File: src/rtl/decode_fwd.sv
// Y-86 decode / register-read stage: operand decode, forwarding, load/use stall, D->E register.
// Define DECODE_FWD_EN for full forwarding; otherwise operands come from the register file only
// and any in-flight dependency stalls.
module decode_fwd (
  input  logic        clk,
  input  logic        rst_n,
  input  logic [3:0]  D_icode,
  input  logic [3:0]  D_ifun,
  input  logic [3:0]  D_ra,
  input  logic [3:0]  D_rb,
  input  logic [63:0] D_valC,
  input  logic [63:0] D_valP,
  input  logic        flush,
  input  logic [63:0] regis0,
  input  logic [63:0] regis1,
  input  logic [63:0] regis2,
  input  logic [63:0] regis3,
  input  logic [63:0] regis4,
  input  logic [63:0] regis5,
  input  logic [63:0] regis6,
  input  logic [63:0] regis7,
  input  logic [63:0] regis8,
  input  logic [63:0] regis9,
  input  logic [63:0] regis10,
  input  logic [63:0] regis11,
  input  logic [63:0] regis12,
  input  logic [63:0] regis13,
  input  logic [63:0] regis14,
  input  logic [3:0]  e_dstE,
  input  logic [63:0] e_valE,
  input  logic [3:0]  M_dstE,
  input  logic [3:0]  M_dstM,
  input  logic [63:0] M_valE,
  input  logic [63:0] m_valM,
  input  logic [3:0]  W_dstE,
  input  logic [3:0]  W_dstM,
  input  logic [63:0] W_valE,
  input  logic [63:0] W_valM,
  output logic        stall_D,
  output logic [3:0]  E_icode,
  output logic [3:0]  E_ifun,
  output logic [63:0] E_valC,
  output logic [63:0] E_valA,
  output logic [63:0] E_valB,
  output logic [3:0]  E_dstE,
  output logic [3:0]  E_dstM,
  output logic [3:0]  E_srcA,
  output logic [3:0]  E_srcB
);

  localparam logic [3:0] RegNone = 4'hF;
  localparam logic [3:0] RegRsp  = 4'h4;

  localparam logic [3:0] INop   = 4'h1;
  localparam logic [3:0] IRrmov = 4'h2;
  localparam logic [3:0] IIrmov = 4'h3;
  localparam logic [3:0] IRmmov = 4'h4;
  localparam logic [3:0] IMrmov = 4'h5;
  localparam logic [3:0] IOpq   = 4'h6;
  localparam logic [3:0] IJxx   = 4'h7;
  localparam logic [3:0] ICall  = 4'h8;
  localparam logic [3:0] IRet   = 4'h9;
  localparam logic [3:0] IPush  = 4'hA;
  localparam logic [3:0] IPop   = 4'hB;

  logic [63:0] rf [15];
  logic [3:0]  src_a, src_b, dst_e, dst_m;
  logic [63:0] rd_a, rd_b, val_a, val_b;
  logic        hazard, bubble;

  assign rf[0]  = regis0;
  assign rf[1]  = regis1;
  assign rf[2]  = regis2;
  assign rf[3]  = regis3;
  assign rf[4]  = regis4;
  assign rf[5]  = regis5;
  assign rf[6]  = regis6;
  assign rf[7]  = regis7;
  assign rf[8]  = regis8;
  assign rf[9]  = regis9;
  assign rf[10] = regis10;
  assign rf[11] = regis11;
  assign rf[12] = regis12;
  assign rf[13] = regis13;
  assign rf[14] = regis14;

  always_comb begin
    src_a = RegNone;
    src_b = RegNone;
    dst_e = RegNone;
    dst_m = RegNone;
    case (D_icode)
      IRrmov: begin src_a = D_ra;   dst_e = D_rb; end
      IIrmov: begin dst_e = D_rb; end
      IRmmov: begin src_a = D_ra;   src_b = D_rb; end
      IMrmov: begin src_b = D_rb;   dst_m = D_ra; end
      IOpq:   begin src_a = D_ra;   src_b = D_rb;   dst_e = D_rb; end
      ICall:  begin src_b = RegRsp; dst_e = RegRsp; end
      IRet:   begin src_a = RegRsp; src_b = RegRsp; dst_e = RegRsp; end
      IPush:  begin src_a = D_ra;   src_b = RegRsp; dst_e = RegRsp; end
      IPop:   begin src_a = RegRsp; src_b = RegRsp; dst_e = RegRsp; dst_m = D_ra; end
      default: ;
    endcase
  end

  always_comb begin
    rd_a = '0;
    rd_b = '0;
    if (src_a != RegNone) rd_a = rf[src_a];
    if (src_b != RegNone) rd_b = rf[src_b];
  end

`ifdef DECODE_FWD_EN
  // Youngest stage first; src never equals RegNone here, so a dst of F cannot match.
  function automatic logic [63:0] fwd(input logic [3:0] src, input logic [63:0] rd);
    if (src == RegNone)     return rd;
    else if (src == e_dstE) return e_valE;
    else if (src == M_dstM) return m_valM;
    else if (src == M_dstE) return M_valE;
    else if (src == W_dstM) return W_valM;
    else if (src == W_dstE) return W_valE;
    else                    return rd;
  endfunction

  always_comb begin
    val_a  = (D_icode == IJxx || D_icode == ICall) ? D_valP : fwd(src_a, rd_a);
    val_b  = fwd(src_b, rd_b);
    hazard = (E_icode == IMrmov || E_icode == IPop) && (E_dstM != RegNone) &&
             (E_dstM == src_a || E_dstM == src_b);
  end
`else
  logic unused_fwd;
  assign unused_fwd = ^{e_dstE, e_valE, M_valE, m_valM, W_valE, W_valM};

  function automatic logic pending(input logic [3:0] src);
    return (src != RegNone) &&
           (src == E_dstE || src == E_dstM || src == M_dstE ||
            src == M_dstM || src == W_dstE || src == W_dstM);
  endfunction

  always_comb begin
    val_a  = (D_icode == IJxx || D_icode == ICall) ? D_valP : rd_a;
    val_b  = rd_b;
    hazard = pending(src_a) || pending(src_b);
  end
`endif

  assign stall_D = hazard & ~flush;
  assign bubble  = hazard | flush;

  always_ff @(posedge clk) begin
    if (!rst_n || bubble) begin
      E_icode <= INop;
      E_ifun  <= '0;
      E_valC  <= '0;
      E_valA  <= '0;
      E_valB  <= '0;
      E_dstE  <= RegNone;
      E_dstM  <= RegNone;
      E_srcA  <= RegNone;
      E_srcB  <= RegNone;
    end else begin
      E_icode <= D_icode;
      E_ifun  <= D_ifun;
      E_valC  <= D_valC;
      E_valA  <= val_a;
      E_valB  <= val_b;
      E_dstE  <= dst_e;
      E_dstM  <= dst_m;
      E_srcA  <= src_a;
      E_srcB  <= src_b;
    end
  end

endmodule

File: config.mk
export PLATFORM = sky130hd
export DESIGN_NAME = decode_fwd
export DESIGN_NICKNAME = d
export VERILOG_FILES = /design/src/rtl/decode_fwd.sv
export SDC_FILE = /design/constraint.sdc
export NUM_CORES = 1
export LEC_CHECK = 0
export ABC_AREA = 1
export CORE_AREA = 2 2 641 643
export CTS_CLUSTER_SIZE = 14
export DETAILED_ROUTE_END_ITERATION = 16
export DIE_AREA = 0 0 643 645
export SYNTH_ARGS = -nofsm -noshare
export SYNTH_HDL_FRONTEND = slang
export SYNTH_SLANG_ARGS = --single-unit
File: constraint.sdc
create_clock -name clk -period 2 [get_ports clk]
set_input_delay 0.3 -clock clk [delete_from_list [all_inputs] [get_ports clk]]
set_output_delay 0.3 -clock clk [all_outputs]
set_load 0.005 [all_outputs]
==> results summary <==
The run finished, with violations left. The checks that failed: setup timing. The yosys synthesis warning count came out at 0. Each instance of the synthesized netlist takes up on average 5.463 sq um. The net count after synthesis came out at 6,003. The first-pass GRT wire length came out at 465,300 um. The number of global-route vias before repair came out at 38,717.

The initial detailed-routing violation count is 5,148. The area growth from synthesis to final layout came out at 114.8%. TritonCTS created 39 clock buffers. The data arrival time of the critical path came out at 2170 ps. The worst-case register-to-register setup slack came out at -230 ps. For this run, design rule violations remaining after detail routing come to 0. The total length of routed met3 wires is 52,600 um. For this design, the sink count on the clock tree is 216. Global routing used 17.59% of the available tracks. The final period utilization is 123.7%. The count of different cell masters after synthesis came out at 30. In the routed layout, each cell is associated on average with a via count of 3.727. The highest layer touched by signal routing is met5.

The critical path goes through buf_2 > nand2_4 > inv_2 > nor2_2 > buf_6 > nand2_1 > nand2_4 > or2_0 > nand3_1 > nor2_1 > nor2_1 > nand2_1 > nand2_2 > and2_4 > nor2_4 > buf_6. The final layout net count came out at 7,553. The setup path with the least slack is of type input pin to primary output.

The post-synthesis register bit count came out at 216. STA puts the critical path data required time at 1700 ps. The via count of the routed design is 43,757. CTS placed an instance of clkbuf_16 at the clock tree root. The wire length after detailed routing is 392,000 um. The number of failing hold endpoints at the final stage is 0.

For the pin with the worst max-slew slack, the measured transition is 777.5 ps. The synthesized instance count is 4,556. In the final layout, the share of cells above drive strength 1 is 15.93%. The overflow left after global routing came out at 0.

The cell area after synthesis is 0.02489 sq mm. The initialized floorplan defines 235 standard-cell rows. The filler cells instantiated in the layout total 47,510. Detailed routing placed a total of 169,500 um of wire on met2.

For this design, the slowest cell found on the critical path is and2_4. The worst-case clock skew is 37.64 ps. The proportion of power drawn by combinational gates came out at 49.7%. The most common cell after layout, fill and taps aside is clkdlybuf4s50_1.

The clock power share is 31.9%. STA classifies the critical path endpoint as a primary output. The worst setup path is launched from an input pin.

The largest net degree at the start of global routing came out at 70. Setup repair after global routing could not meet its margin everywhere. Sequential elements use 17.37% of the synthesized area. At the end of routability-driven placement, the weighted congestion stood at 0.9818.

Summed over all nets, the half-perimeter wirelength after detailed placement is 340,800 um. The maximum achievable frequency is 0.4042 GHz. The max-cap check violation count came out at 0.

The TritonCTS clock tree is done. The max-slew violation count is 0. After clock tree synthesis, the clock-pin slew on the worst setup and hold paths is 70 ps. Clock latency on the worst-skew pair, taken at its later pin, is 700 ps. The time the worst path needs with I/O delays and setup is 2474 ps. The initial antenna violation count came out at 500.

The share of power burned in registers came out at 18.4%. For this run, the share of the core covered by cells in the final layout is 13.10%. Along the worst path, the maximum fanout reaches 8.

IR analysis of the VDD net gives a maximum drop of 0.6099 mV. The leakage component of the power came out at 20.62 nW. The vertical extent of the die is 645 um.

The initial core utilization came out at 6.098%. The width of the die is 643 um. The minimum setup slack in the final design is -474.2 ps.

Setup violations remaining at the end of the flow were counted as 162. The number of H-tree levels came out at 2. In this run the power spent charging and discharging nets is 10.23 mW. The total power of the final layout came out at 24.85 mW. The count of buffers added on input and output ports is 1,339. The final antenna-violating net count came out at 0. The library cells used most frequently in the layout, excluding fill and tap cells, are clkdlybuf4s50_1 (1,255), nand2_1 (928), o21ai_0 (614). The core region is 0.4081 sq mm. The count of boundary I/O pins came out at 1,664. The ratio of total power to cell area is 465.0 mW/mm^2. After detailed routing, the average wire length per cell comes to 33.38 um. The min-delay analysis places its worst path in the category input pin to register. The headroom to the max-slew limit is 48.16%. The detailed router put a total of 143,900 um of wire on met1.

The number of detailed-route iterations in the first pass is 6. The maximum clock path buffer count is 3. The largest single stage delay on the critical path is 180 ps.

The net switching share of the total power came out at 41.18%. Internal power comes to 14.62 mW. The die area is 0.4147 sq mm.
registers in the layout, indices dropped and copies added (netlist names):
| name | flops |
|---|---|
| E_dstE | 4 |
| E_dstM | 4 |
| E_icode | 4 |
| E_ifun | 4 |
| E_srcA | 4 |
| E_srcB | 4 |
| E_valA | 64 |
| E_valB | 64 |
| E_valC | 64 |
Yosys cell counts, drive strengths merged:
library cell | instances | share of area (%)
nand2 | 970 | 15
o21ai | 657 | 13
inv | 586 | 8.8
nand3 | 438 | 8.9
o211ai | 391 | 12
nor2 | 387 | 5.9
clkbuf | 240 | 3.6
dfxtp | 216 | 17
a21oi | 211 | 4.2
buf | 184 | 3.5
o22ai | 107 | 2.7
o221ai | 64 | 2.3
a22oi | 45 | 1.4
a31oi | 45 | 1.1
xor2 | 7 | 0.25
nand4 | 5 | 0.15
and2 | 1 | 0.025
nor3 | 1 | 0.020
or2 | 1 | 0.025
path summary, 6_finish.rpt:
kind | start | end | cells after the start
worst min register to register | E_dstE[1] | E_srcA[3] | 10
worst max-delay path | D_icode[1] | stall_D | 16
worst max register to register | E_dstE[2] | E_valA[24] | 15
worst min-delay path | D_rb[2] | E_dstE[2] | 4
layout make-up:
class / count / area, sq um / share of cell area, %
multi-input combinational: 3332 / 17950 / 33.58
antenna: 155 / 387.9 / 0.7257
sequential: 216 / 4373 / 8.181
clock inverter: 20 / 342.8 / 0.6414
timing repair buffer: 1931 / 20280 / 37.94
inverter: 586 / 2242 / 4.195
tap: 5451 / 6820 / 12.76
clock buffer: 50 / 1057 / 1.978
kinds of logic (layout without fill, tap and decap cells):
| logic type | after synthesis | in the layout | share of synthesized area [%] |
|---|---|---|---|
| AOI/OAI and AO/OA | 1520 | 1520 | 36.68 |
| DFF | 216 | 216 | 17.37 |
| buffers and inverters | 1010 | 2587 | 15.96 |
| other | 0 | 155 | 0 |
| and+or+nand+nor | 1803 | 1805 | 29.74 |
| xor gates and xnor gates | 7 | 7 | 0.2463 |
through the flow:
stage	instance area (sq um)	setup TNS, ps	cells	setup WS [ps]	hold WS [ps]
2_1_floorplan	24890	-165.8	4556	-4.360	412.2
3_3_place_gp	48550	-276040	11413	-1487	754.8
3_5_place_dp	48550	-246630	11413	-1495	752.1
4_1_cts	50890	-570.0	11528	-570.0	44.95
5_1_grt	53320	-30200	11690	-587.8	27.52
6_report	53450	-17940	11741	-474.2	23.13
per-layer routing:
layer | GRT usage, % | vias up
met5 | 0 | -
met4 | 8.430 | 268
met3 | 8.863 | 1188
met2 | 27.52 | 3281
met1 | 19.74 | 20210
li1 | - | 18810
what timing repair did:
item,in CTS,in global routing
gates resized for setup,243,392
hold buffers,2,2
pin swaps,39,81
setup endpoints to repair,291,168
buffers inserted,38,41
cloned,8,19
hold endpoints to repair,2,2
worst max-delay path, delay by kind of cell:
kind	cells	cell delay (ps)
buffers and inverters	4	510
and+or+nand+nor	12	1360
power groups by stage:
stage               clock, mW  combinational [mW]  sequential [mW]
detailed placement          0                11.0             4.68
global placement            0                11.1             4.69
CTS                      8.26                11.4             4.58
global route             8.36                13.1             4.59
finish                   7.92                12.3             4.58
floorplan                   0                4.07             4.65
Note: power is estimated with default switching activity, not from simulation.
